<file path="src/rtl/router_pkg.sv">
// Shared router definitions: packet header layout, limits and
// the transmit FSM state encoding used by both router sides.
package router_pkg;

   localparam int DW       = 8;
   localparam int MAX_LEN  = 63;
   localparam int ADDR_W   = 2;
   localparam int LEN_W    = 6;
   localparam int IDX_W    = 6;

   localparam logic [ADDR_W-1:0] ADDR_INVALID = 2'b11;

   localparam int ADDR_LSB = 0;
   localparam int ADDR_MSB = 1;
   localparam int LEN_LSB  = 2;
   localparam int LEN_MSB  = 7;

   typedef enum logic [2:0] {
      ST_IDLE,
      ST_LOAD,
      ST_HEADER,
      ST_PAYLOAD,
      ST_PARITY,
      ST_GAP
   } tx_state_t;

   function automatic logic [DW-1:0] make_header(
      input logic [ADDR_W-1:0] addr,
      input logic [LEN_W-1:0]  len
   );
      logic [DW-1:0] h;
      h = '0;
      h[ADDR_MSB:ADDR_LSB] = addr;
      h[LEN_MSB:LEN_LSB]   = len;
      return h;
   endfunction

endpackage

</file>
<file path="src/rtl/router_tx_buf.sv">
// Payload staging buffer: one write port, combinational read,
// storage deliberately left without reset.
module router_tx_buf #(
   parameter int DW    = 8,
   parameter int DEPTH = 64,
   parameter int AW    = 6
) (
   input  logic          clk,
   input  logic          we,
   input  logic [AW-1:0] waddr,
   input  logic [DW-1:0] wdata,
   input  logic [AW-1:0] raddr,
   output logic [DW-1:0] rdata
);

   logic [DW-1:0] mem [DEPTH];

   // capture one payload byte per accepted handshake
   always_ff @(posedge clk) begin
      if (we) mem[waddr] <= wdata;
   end

   assign rdata = mem[raddr];

endmodule

</file>
<file path="src/rtl/router_pkt_tx.sv">
// Router source-side transmitter: buffers a full payload, then
// sends header, payload and parity bytes, holding on busy.
module router_pkt_tx #(
   parameter int DW      = router_pkg::DW,
   parameter int MAX_LEN = router_pkg::MAX_LEN
) (
   input  logic          clk,
   input  logic          rst,
   input  logic          req_valid,
   output logic          req_ready,
   input  logic [1:0]    req_addr,
   input  logic [5:0]    req_len,
   input  logic          pl_valid,
   output logic          pl_ready,
   input  logic [DW-1:0] pl_data,
   input  logic          busy,
   output logic [DW-1:0] data_out,
   output logic          pkt_valid,
   output logic          tx_done,
   output logic [DW-1:0] tx_parity,
   output logic          addr_err
);

   import router_pkg::*;

   tx_state_t        state;
   logic [LEN_W-1:0] len_q;
   logic [DW-1:0]    hdr_q;
   logic [DW-1:0]    par_q;
   logic [IDX_W-1:0] cnt;
   logic [IDX_W-1:0] idx;
   logic [IDX_W-1:0] rd_addr;
   logic [DW-1:0]    rd_data;
   logic [DW-1:0]    req_hdr;
   logic             pl_hs;
   logic             req_hs;

   assign pl_hs   = pl_valid && pl_ready;
   assign req_hs  = req_valid && req_ready;
   assign req_hdr = make_header(req_addr, req_len);

   // read one byte ahead so data_out can be registered
   always_comb begin
      rd_addr = idx + 6'd1;
      if (state == ST_HEADER) rd_addr = '0;
   end

   router_tx_buf #(
      .DW    (DW),
      .DEPTH (MAX_LEN + 1),
      .AW    (IDX_W)
   ) u_buf (
      .clk   (clk),
      .we    (pl_hs),
      .waddr (cnt),
      .wdata (pl_data),
      .raddr (rd_addr),
      .rdata (rd_data)
   );

   // transmit FSM with all outputs registered
   always_ff @(posedge clk or negedge rst) begin
      if (!rst) begin
         state     <= ST_IDLE;
         len_q     <= '0;
         hdr_q     <= '0;
         par_q     <= '0;
         cnt       <= '0;
         idx       <= '0;
         req_ready <= 1'b0;
         pl_ready  <= 1'b0;
         data_out  <= '0;
         pkt_valid <= 1'b0;
         tx_done   <= 1'b0;
         tx_parity <= '0;
         addr_err  <= 1'b0;
      end else begin
         tx_done  <= 1'b0;
         addr_err <= 1'b0;
         unique case (state)
            ST_IDLE: begin
               req_ready <= 1'b1;
               if (req_hs) begin
                  if (req_addr == ADDR_INVALID) begin
                     addr_err <= 1'b1;
                  end else begin
                     len_q     <= req_len;
                     hdr_q     <= req_hdr;
                     par_q     <= req_hdr;
                     cnt       <= '0;
                     idx       <= '0;
                     req_ready <= 1'b0;
                     if (req_len != '0) begin
                        state    <= ST_LOAD;
                        pl_ready <= 1'b1;
                     end else begin
                        state     <= ST_HEADER;
                        data_out  <= req_hdr;
                        pkt_valid <= 1'b1;
                     end
                  end
               end
            end
            ST_LOAD: begin
               if (pl_hs) begin
                  par_q <= par_q ^ pl_data;
                  cnt   <= cnt + 6'd1;
                  if (cnt == len_q - 6'd1) begin
                     pl_ready  <= 1'b0;
                     state     <= ST_HEADER;
                     data_out  <= hdr_q;
                     pkt_valid <= 1'b1;
                  end
               end
            end
            ST_HEADER: begin
               if (!busy) begin
                  if (len_q != '0) begin
                     state    <= ST_PAYLOAD;
                     idx      <= '0;
                     data_out <= rd_data;
                  end else begin
                     state     <= ST_PARITY;
                     data_out  <= par_q;
                     pkt_valid <= 1'b0;
                  end
               end
            end
            ST_PAYLOAD: begin
               if (!busy) begin
                  if (idx == len_q - 6'd1) begin
                     state     <= ST_PARITY;
                     data_out  <= par_q;
                     pkt_valid <= 1'b0;
                  end else begin
                     idx      <= idx + 6'd1;
                     data_out <= rd_data;
                  end
               end
            end
            ST_PARITY: begin
               if (!busy) begin
                  state     <= ST_GAP;
                  data_out  <= '0;
                  pkt_valid <= 1'b0;
                  tx_parity <= par_q;
                  tx_done   <= 1'b1;
               end
            end
            ST_GAP: begin
               state     <= ST_IDLE;
               req_ready <= 1'b1;
            end
            default: begin
               state <= ST_IDLE;
            end
         endcase
      end
   end

endmodule

</file>
<file path="config.mk">
export PLATFORM = sky130hd
export DESIGN_NAME = router_pkt_tx
export DESIGN_NICKNAME = d
export VERILOG_FILES = /design/src/rtl/router_pkg.sv /design/src/rtl/router_tx_buf.sv /design/src/rtl/router_pkt_tx.sv
export SDC_FILE = /design/constraint.sdc
export NUM_CORES = 1
export LEC_CHECK = 0
export CAP_MARGIN = 20
export CORE_MARGIN = 4
export CORE_UTILIZATION = 30
export DETAILED_ROUTE_END_ITERATION = 10
export GPL_TIMING_DRIVEN = 0
export HOLD_SLACK_MARGIN = 0.12
export PLACE_DENSITY_LB_ADDON = 0.2
export SLEW_MARGIN = 20
export SYNTH_ARGS = -nofsm -noshare
export SYNTH_HDL_FRONTEND = slang
export SYNTH_SLANG_ARGS = --single-unit
</file>
<file path="constraint.sdc">
create_clock -name clk -period 3.5 [get_ports clk]
set_input_delay 0.7 -clock clk [delete_from_list [all_inputs] [get_ports clk]]
set_output_delay 0.7 -clock clk [all_outputs]
set_load 0.05 [all_outputs]
</file>
==> results.py <==
metrics = {
    "run_status": {
        "outcome": "finished, final reports clean",
    },
    "routing": {
        "met1_length_um": 33900,
        "wl_met3_um": 6090,
        "firstDrtPassIters": 5,
        "postRouteAntennaNets": 0,
        "wl_met2_um": 34700,
        "drt_iter0_markers": 1694,
        "vias": 15300,
        "drt-wirelength-per-cell_um": 26.2,
        "via_per_inst": 5.26,
        "wl_um": 76200,
        "highest_layer": "met4",
        "drc": 0,
    },
    "pwr": {
        "p_seq_share_pct": 37.5,
        "p_per_area_nw_per_um2": 768,
        "clock_power_share_pct": 29.6,
        "swShare_pct": 36.2,
        "power.internal_w": 0.0135,
        "p_sw_w": 0.00766,
        "max-vdd-ir-drop_mv": 0.398,
        "p_leak_nw": 8.97,
        "pwr-share-comb_pct": 32.9,
    },
    "floorplan": {
        "initial_utilization_pct": 30.3,
        "io_pins": 42,
        "dieArea_um2": 82700,
        "row_count": 102,
        "die_h_um": 288,
        "fp.dieW_um": 288,
        "core_area_um2": 77500,
    },
    "run": {
        "maxCapViolCount": 0,
    },
    "logic_synthesis": {
        "synthArstFlopShare_pct": 9.22,
        "synth_top_family_by_area": "simple AND/OR/NAND/NOR gates",
        "syn_area_per_cell_um2": 13.9,
        "synth_adder_area_share_pct": 0.213,
        "syn_nets": 1716,
        "synth_edf_count": 512,
        "synth_xor_area_share_pct": 0.982,
        "synth-simple-area-share_pct": 10.0,
        "syn-instance-count": 1691,
        "synth_flop_cell": "edfxtp_1",
        "synthMuxAreaShare_pct": 5.59,
        "yosysWarnings": 0,
        "synth-seq-cells": 564,
        "ys_seq_area_share_pct": 71.1,
        "netlist_area_um2": 23400,
        "synth_cell_types": 76,
        "synth_compound_area_share_pct": 9.94,
    },
    "placement": {
        "place.port_buffers": 41,
        "gp_congestion": 0.900,
        "dpl.hpwl_um": 52700,
        "pre_cts_ws_ns": -0.858,
    },
    "timing": {
        "drv_slew": 0,
        "fin_crit_ns": 3.49,
        "max_freq_ghz": 0.286,
        "max_slew.worst_pin.slew_ns": 1.08,
        "finClkSkew_ns": 0.00819,
        "setup_viol": 0,
        "max_slew_margin_pct": 27.6,
        "post-route-period-util_pct": 99.9,
        "worst_slack_ns": 0.00505,
        "hold_viol_final": 0,
    },
    "final_layout": {
        "fill_cells": 7513,
        "area_delta_synth_final_pct": 17.8,
        "final_cell_mix": "edfxtp_1 (512), nand2_1 (242), a21oi_1 (152)",
        "drive_above_1_share_pct": 15.5,
        "final_util_pct": 35.6,
        "nets": 1839,
        "layout_commonest_cell": "edfxtp_1",
    },
    "setup_path": {
        "worst-setup-path-type": "reg2reg",
        "cp.required_ns": 3.99,
        "start_kind": "flop",
        "arrival_ns": 3.98,
        "cpPeakStageDelay_ns": 0.52,
        "cp_slowest_cell": "a32oi_2",
        "path_cells": "buf_2, or3b_4, buf_2, nand2_8, buf_4, buf_2, nand3_1, a32oi_2, o22ai_1, o21ai_0, a311oi_2",
        "crit_family": "compound AO/OA/AOI/OAI gates",
        "crit_top_cell": "buf_2",
        "critPathCaptureType": "flop",
        "path_buf_inv": 4,
        "crit_fanout": 10,
    },
    "min_path": {
        "hp-class": "in2reg",
    },
    "clocking": {
        "cts_root_buf": "clkbuf_16",
        "insertion_delay_ns": 0.63,
        "htreeDepth": 2,
        "cts.sinks": 564,
        "cts_inserted_buffers": 61,
        "cts_max_path_buffers": 3,
        "cts.clk_slew.worst_paths_ns": 0.06,
        "cts_tree": "done",
    },
    "grt": {
        "grt_first_pass_wirelength_um": 109000,
        "antenna_found_initial": 2,
        "grt_max_degree": 67,
        "grt_pass1_vias": 15000,
        "grt_remaining_overflow": 0,
        "grt_usage_pct": 18.2,
    },
}
-- state kept, by name, indices dropped and copies added, names as in the netlist --
register	flops
pkt_valid	1
par_q	8
hdr_q	2
u_buf.mem	512
state	3
tx_done	1
idx	6
addr_err	1
len_q	6
tx_parity	8
pl_ready	1
data_out	8
cnt	6
req_ready	1
-- kinds of logic after synthesis --
| group | after synthesis |
|---|---|
| adders and majority gates | 4 |
| AOI/OAI and AO/OA | 364 |
| and+or+nand+nor | 519 |
| muxes | 107 |
| buffers and inverters | 110 |
| xor gates and xnor gates | 23 |
| DFF | 564 |
-- power groups by stage --
stage / clock (W) / sequential (W) / combinational (W)
after floorplan: 0 / 0.00836 / 0.00363
after global placement: 0 / 0.00809 / 0.00652
after detailed placement: 0 / 0.00807 / 0.00658
after CTS: 0.00638 / 0.00794 / 0.00679
after global routing: 0.00669 / 0.00798 / 0.00741
final: 0.00627 / 0.00794 / 0.00697
-- final cells by class --
| class | instances | area (um2) | share of cell area [%] |
|---|---|---|---|
| Sequential cell | 564 | 16700 | 60.4 |
| Multi-Input combinational cell | 1017 | 6460 | 23.4 |
| Clock buffer | 77 | 1650 | 5.97 |
| Tap cell | 1040 | 1300 | 4.71 |
| Timing Repair Buffer | 60 | 648 | 2.35 |
| Buffer | 105 | 559 | 2.03 |
| Clock inverter | 36 | 289 | 1.05 |
| Inverter | 5 | 20.0 | 0.0725 |
| Antenna cell | 1 | 2.50 | 0.00907 |
-- path summary, 6_finish.rpt --
check | start | endpoint | slack (ns) | cells past startpoint
worst max register to register | state[0] | data_out[3] | 0.005 | 11
max in group asynchronous | rst | state[1] | 2.36 | 2
min in group asynchronous | rst | tx_parity[5] | 0.66 | 2
worst min-delay path | pl_data[0] | par_q[0] | 0.47 | 4
worst min register to register | pkt_valid | pkt_valid | 0.48 | 1
worst max-delay path | state[0] | data_out[3] | 0.005 | 11
-- cell usage after synthesis (11+ instances only) --
| master | n | share of area [%] |
|---|---|---|
| edfxtp_1 | 512 | 66 |
| nand2_1 | 242 | 3.9 |
| a21oi_1 | 156 | 3.3 |
| nor2_1 | 117 | 1.9 |
| mux2i_1 | 60 | 2.6 |
| o21ai_0 | 56 | 1.2 |
| clkbuf_1 | 52 | 0.83 |
| dfrtp_1 | 52 | 5.6 |
| a221oi_1 | 38 | 1.4 |
| buf_2 | 37 | 0.79 |
| nand3_1 | 33 | 0.70 |
| mux2_2 | 31 | 1.5 |
| nor3_1 | 29 | 0.62 |
| nor4_1 | 27 | 0.72 |
| a22oi_1 | 23 | 0.74 |
| mux4_2 | 16 | 1.5 |
| nand2b_1 | 15 | 0.40 |
| o22ai_1 | 14 | 0.37 |
| a211oi_1 | 13 | 0.42 |
| a31oi_1 | 11 | 0.29 |
-- worst register-to-register path, delay by kind of cell (launching register included) --
| kind | cells | cell delay (ns) |
|---|---|---|
| buffers and inverters | 4 | 1.08 |
| AO/OA/AOI/OAI | 4 | 1.13 |
| flip-flops | 1 | 0.35 |
| AND/OR/NAND/NOR | 3 | 0.81 |
-- timing repair --
item                       in CTS  in global routing
resized for setup              50                 37
setup buffers                   9                  3
hold endpoints to repair        1                  0
setup endpoints to repair       8                  8
pin swaps                       6                  2
hold buffers                    1                  0
-- per-stage QoR --
stage / hold slack (ns) / cells / TNS [ns] / cell area (um2) / power [W]
floorplan: 0.404 / 1691 / 0 / 23400 / 0.0120
CTS: 0.441 / 2901 / -0.00595 / 27500 / 0.0211
detailed placement: 0.471 / 2778 / -23.88 / 25300 / 0.0147
global placement: 0.468 / 2772 / -177.01 / 25200 / 0.0146
global route: 0.483 / 2904 / -0.00857 / 27600 / 0.0221
finish: 0.466 / 2905 / 0 / 27600 / 0.0212
-- routing by layer --
layer | global-route usage, % | vias to the layer above
met4 | 3.80 | 0
met3 | 3.33 | 80
li1 | - | 6724
met2 | 28.6 | 648
met1 | 26.5 | 7822
met5 | 0 | -
Note: power is estimated with default switching activity, not from simulation.
